[config.mk]
export PLATFORM = sky130hd
export DESIGN_NAME = note_sequencer
export DESIGN_NICKNAME = d
export VERILOG_FILES = /design/src/rtl/note_sequencer.sv
export SDC_FILE = /design/constraint.sdc
export NUM_CORES = 1
export LEC_CHECK = 0
export BUFFER_PORTS_ARGS = -buffer_cell sky130_fd_sc_hd__buf_2
export CAP_MARGIN = 20
export CORE_ASPECT_RATIO = 0.9
export CORE_MARGIN = 5
export CORE_UTILIZATION = 55
export CTS_BUF_LIST = sky130_fd_sc_hd__clkbuf_16
export DETAILED_ROUTE_END_ITERATION = 12
export PLACE_DENSITY = 0.75
export SLEW_MARGIN = 15
export SYNTH_ARGS = -nofsm -noshare
export SYNTH_HDL_FRONTEND = slang
export SYNTH_SLANG_ARGS = --single-unit
[constraint.sdc]
create_clock -name CLOCK_50 -period 3.5 [get_ports CLOCK_50]
set_input_delay 0 -clock CLOCK_50 [delete_from_list [all_inputs] [get_ports CLOCK_50]]
set_output_delay 0 -clock CLOCK_50 [all_outputs]
set_load 0.01 [all_outputs]
[src/rtl/note_sequencer.sv]
// note_sequencer: answers synthesizer data_rq requests with codes from a programmable note table.
// Define SEQ_LOOP_EN to wrap playback forever instead of stopping with done after entry seq_len.
module note_sequencer #(
  parameter int DEPTH  = 16,
  parameter int ADDR_W = 4,
  parameter int DUR_W  = 4
) (
  input  logic              CLOCK_50,
  input  logic              resetn,
  input  logic              wr_en,
  input  logic [ADDR_W-1:0] wr_addr,
  input  logic [3:0]        wr_code,
  input  logic [DUR_W-1:0]  wr_dur,
  input  logic [ADDR_W-1:0] seq_len,
  input  logic              start,
  input  logic              stop,
  input  logic              data_rq,
  output logic [3:0]        sound_code,
  output logic              data_rd,
  output logic              busy,
  output logic              done,
  output logic [ADDR_W-1:0] cur_idx
);
  typedef enum logic [1:0] {IDLE, PLAY_WAIT, PLAY_ACK} state_t;
  state_t            r_state;
  logic [3:0]        r_tcode [DEPTH];
  logic [DUR_W-1:0]  r_tdur  [DEPTH];
  logic [ADDR_W-1:0] r_idx;
  logic [DUR_W-1:0]  r_rep;
  logic [3:0]        r_code;
  logic              r_rq_d, r_rq_pend, r_stop_p, r_start_p, r_data_rd, r_busy, r_done;
  logic              w_edge, w_wr_ok, w_stop, w_start;
  logic [ADDR_W-1:0] w_last;
  assign w_edge  = data_rq & ~r_rq_d;
  assign w_wr_ok = wr_en && (32'(wr_addr) < DEPTH);
  assign w_last  = (32'(seq_len) >= DEPTH) ? ADDR_W'(DEPTH - 1) : seq_len;
  assign w_stop  = stop | r_stop_p;
  assign w_start = start | r_start_p;
  assign sound_code = r_code;
  assign data_rd    = r_data_rd;
  assign busy       = r_busy;
  assign done       = r_done;
  assign cur_idx    = r_idx;
  // r_rq_d resets high so a request already held through reset is not taken as a new edge
  always_ff @(posedge CLOCK_50 or negedge resetn) begin
    if (!resetn) begin
      r_state   <= IDLE;
      r_rq_d    <= 1'b1;
      r_rq_pend <= 1'b0;
      r_stop_p  <= 1'b0;
      r_start_p <= 1'b0;
      r_code    <= '0;
      r_data_rd <= 1'b0;
      r_busy    <= 1'b0;
      r_done    <= 1'b0;
      r_idx     <= '0;
      r_rep     <= '0;
      for (int i = 0; i < DEPTH; i++) begin
        r_tcode[i] <= '0;
        r_tdur[i]  <= '0;
      end
    end else begin
      r_rq_d <= data_rq;
      if (w_wr_ok) begin
        r_tcode[wr_addr] <= wr_code;
        r_tdur[wr_addr]  <= wr_dur;
      end
      if (r_data_rd && !data_rq && r_state != PLAY_ACK) begin
        r_data_rd <= 1'b0;
        r_code    <= '0;
      end
      case (r_state)
        IDLE: begin
          if (start && !stop) begin
            r_state   <= PLAY_WAIT;
            r_busy    <= 1'b1;
            r_idx     <= '0;
            r_rep     <= '0;
            r_done    <= 1'b0;
            r_rq_pend <= r_rq_pend | w_edge;
          end else if (w_edge || r_rq_pend) begin
            r_data_rd <= 1'b1;
            r_code    <= '0;
            r_rq_pend <= 1'b0;
          end
        end
        PLAY_WAIT: begin
          if (stop) begin
            r_state   <= IDLE;
            r_busy    <= 1'b0;
            r_rq_pend <= r_rq_pend | w_edge;
          end else if (start) begin
            r_idx     <= '0;
            r_rep     <= '0;
            r_done    <= 1'b0;
            r_rq_pend <= r_rq_pend | w_edge;
          end else if (w_edge || r_rq_pend) begin
            r_state   <= PLAY_ACK;
            r_data_rd <= 1'b1;
            r_code    <= r_tcode[r_idx];
            r_rq_pend <= 1'b0;
          end
        end
        PLAY_ACK: begin
          if (data_rq) begin
            r_stop_p  <= w_stop;
            r_start_p <= w_start;
          end else begin
            r_data_rd <= 1'b0;
            r_code    <= '0;
            r_stop_p  <= 1'b0;
            r_start_p <= 1'b0;
            if (w_stop) begin
              r_state <= IDLE;
              r_busy  <= 1'b0;
            end else if (w_start) begin
              r_state <= PLAY_WAIT;
              r_idx   <= '0;
              r_rep   <= '0;
              r_done  <= 1'b0;
            end else begin
              r_state <= PLAY_WAIT;
              if (r_rep < r_tdur[r_idx]) r_rep <= r_rep + 1'b1;
              else begin
                r_rep <= '0;
                if (r_idx < w_last) r_idx <= r_idx + 1'b1;
                else begin
`ifdef SEQ_LOOP_EN
                  r_idx <= '0;
`else
                  r_state <= IDLE;
                  r_busy  <= 1'b0;
                  r_done  <= 1'b1;
`endif
                end
              end
            end
          end
        end
        default: r_state <= IDLE;
      endcase
    end
  end
endmodule

==> flow_metrics.py <==
metrics = {
    "layout": {
        "final_nets": 589,
        "antenna_cells": 0,
        "syn_to_final_growth_pct": 13.1,
        "nFillCells": 917,
        "drive_gt1_frac": 0.423,
        "fin_cells": 732,
    },
    "synthesis": {
        "synth.top_cell.area_share": 0.517,
        "ys_ff_latch": 149,
        "yosysWarnings": 0,
        "syn_inst": 518,
        "synth_seq_area_share": 0.521,
        "avgSynthCellArea_um2": 13.8,
        "yosys.area.top_type": "dfrtp_1",
        "synthFlopType": "dfrtp_1",
        "ys_top_cells_by_area": "dfrtp_1 (52%), mux2_2 (20%), mux4_2 (11%)",
        "synth.most_common_cell": "dfrtp_1",
        "synthesis.area_mm2": 0.00716,
        "synth_edf_count": 0,
        "synth.distinct_cells": 49,
        "async_reset_ff_frac": 1.00,
        "synth_nets": 552,
        "synthTopCellsByCount": "dfrtp_1 (148), mux2_2 (129), mux4_2 (36)",
    },
    "floorplanning": {
        "core_area_mm2": 0.0127,
        "die_area_mm2": 0.0154,
        "dieWidth_um": 130,
        "fp-row-count": 39,
        "start_util": 0.562,
        "pin_count": 33,
        "die_h_um": 118,
    },
    "drt": {
        "drt-total-wl_um": 15700,
        "vias_per_cell": 6.11,
        "drt_iter0_drc": 302,
        "wire_per_inst_um": 21.4,
        "remaining_drc_errors": 0,
        "antenna_left": 0,
        "via_count": 4469,
        "first_pass_iters": 5,
    },
    "global_route": {
        "grt_util_all_layers": 0.220,
        "antenna_found_initial": 0,
        "grt_overflow": 0,
        "grt_pass1_wl_um": 25700,
        "grt_pass1_vias": 4715,
        "grt_start_max_net_pins": 106,
    },
    "sta": {
        "rsz0062_at_grt": "no",
        "worst_pin_slew_ns": 1.12,
        "finalHoldViolations": 0,
        "min_period_ns": 3.24,
        "fin_ws_ns": 0.264,
        "tns_ns": 0,
        "drv_slew": 0,
        "setup_viol": 0,
        "finClkSkew_ns": 0.00716,
        "finalCritPeriodShare": 0.925,
        "max_freq_mhz": 309,
        "slew_headroom": 0.254,
    },
    "clocking": {
        "cts.hold.buffers_added": 4,
        "clk_path_buf_depth": 2,
        "clk_latency_ns": 0.43,
        "clk_pin_slew_worst_paths_ns": 0.06,
        "htree_levels": 4,
        "cts_setup_buffers": 0,
        "cts_tree": "done",
        "clockRootBuffer": "clkbuf_16",
        "cts_inserted_buffers": 17,
        "clock-sinks": 149,
        "ctsResizeCount": 0,
    },
    "status": {
        "run_status": "finished, final reports clean",
    },
    "power_and_ir_drop": {
        "power_mw": 5.21,
        "p_comb_frac": 0.217,
        "switching_share": 0.275,
        "clkPwrFrac": 0.336,
        "leakage_nw": 3.50,
        "pwr-share-seq": 0.448,
        "p_sw_mw": 1.43,
        "p_int_mw": 3.77,
        "vdd_drop_max_mv": 0.389,
        "power_density_mw_per_mm2": 643,
    },
    "critical_path": {
        "crit_path_cell_trace": "buf_4, mux4_2, mux4_2, inv_1, ha_1, a21oi_1, nand4_2, a21oi_2, nor3_1, mux2_2",
        "end_kind": "register",
        "cp_slowest_cell": "mux4_2",
        "start_kind": "register",
        "required_ns": 3.81,
        "crit_top_cell": "mux4_2",
        "cpPeakStageDelay_ns": 0.52,
        "worstReg2RegStart": "cur_idx[0]",
        "r2r-end": "cur_idx[0]",
        "worst-r2r-cell-count": 10,
        "critPathMaxFanout": 10,
        "critical_path_class": "register to register",
        "r2r_slack_ns": 0.26,
        "critPathArrivalTime_ns": 3.54,
    },
    "worst_hold_path": {
        "hp-class": "input pin to register",
        "whs_endpoint": "r_tcode[42]",
        "hp-start": "wr_code[2]",
        "hold_depth": 2,
    },
    "placement": {
        "dp_hpwl_um": 10500,
        "place.gp.congestion": 0.816,
        "dp_cells": 696,
        "io_buffers": 32,
        "pre_cts_slack_ns": 0.343,
    },
    "job": {
        "drv_cap": 0,
    },
}
-- power by group through the flow --
| stage | clock network (mW) | logic (mW) | registers, mW |
|---|---|---|---|
| after global routing | 1.85 | 1.24 | 2.38 |
| after CTS | 1.78 | 1.14 | 2.33 |
| after detailed placement | 0 | 1.12 | 2.35 |
| final | 1.75 | 1.13 | 2.33 |
| after floorplan | 0 | 0.863 | 2.29 |
| after global placement | 0 | 1.08 | 2.33 |
-- how the worst max path moves through the flow --
| stage | start | to | slack [ns] | cells past startpoint |
|---|---|---|---|---|
| 2_1_floorplan | cur_idx[0] | cur_idx[0] | 0.10 | 11 |
| 3_3_place_gp | cur_idx[0] | cur_idx[0] | 0.46 | 10 |
| 3_5_place_dp | cur_idx[0] | cur_idx[0] | 0.34 | 10 |
| 4_1_cts | cur_idx[0] | cur_idx[0] | 0.27 | 10 |
| 5_1_grt | cur_idx[0] | cur_idx[0] | 0.10 | 10 |
| 6_report | cur_idx[0] | cur_idx[0] | 0.26 | 10 |
-- metal layers --
metal  track usage  share of wire  vias to the layer above
li1              -              -                     1989
met1         0.321           0.46                     2339
met2         0.326           0.47                      123
met3        0.0568          0.060                       18
met4        0.0701          0.012                        0
met5             0              0                        -
-- metrics by stage --
stage / hold WS (ns) / util / instance area [um^2]
final: 0.0487 / 0.636 / 8100
after floorplan: -0.296 / - / 7160
after CTS: 0.0341 / 0.636 / 8100
after global routing: 0.0616 / 0.636 / 8100
after detailed placement: 0.168 / 0.588 / 7490
after global placement: 0.165 / 0.588 / 7490
-- final cells by class --
type	instances	area, um^2	area share
Sequential cell	149	3730	0.461
Multi-Input combinational cell	325	3260	0.402
Clock buffer	17	425	0.0525
Timing Repair Buffer	46	282	0.0348
Tap cell	164	205	0.0253
Clock inverter	15	139	0.0171
Inverter	16	60.1	0.00742
-- critical path, delay by kind of cell (launching register included) --
family	cells	cell delay, ns
AOI/OAI and AO/OA	2	0.62
adders and majority gates	1	0.28
buffers and inverters	2	0.26
DFF	1	0.36
muxes	3	1.28
and+or+nand+nor	2	0.31
-- kinds of logic after synthesis --
group,after synthesis,synth area share
fa+ha+maj,12,0.0210
compound gates,53,0.0449
buf+inv,44,0.0246
mux,172,0.326
flops,149,0.521
simple gates,88,0.0631
-- flip-flops by register name, indices dropped and copies added, names as in the netlist, 2 cells and up --
name,cells
cur_idx,4
r_rep,4
r_state,2
r_tcode,64
r_tdur,64
sound_code,4
-- cells in the final DEF (no fill, tap or decap), types with 2 or more instances in the layout --
cell           count
dfrtp_1          147
mux2_2           129
mux4_2            36
buf_2             31
nand2_1           24
o21ai_0           21
nor2_1            19
inv_1             18
clkbuf_16         17
a21oi_1           12
ha_1              12
buf_4             10
nand2b_1           9
nand3_1            7
mux2i_1            7
or3_1              5
nor2b_1            4
nor3_1             4
dlygate4sd3_1      4
nand4_1            3
clkinvlp_4         3
clkinv_2           3
o211ai_1           2
a22oi_1            2
nand3b_1           2
and3_1             2
a21o_1             2
bufinv_16          2
inv_6              2
clkinv_1           2
(Power assumes the default switching activity.)
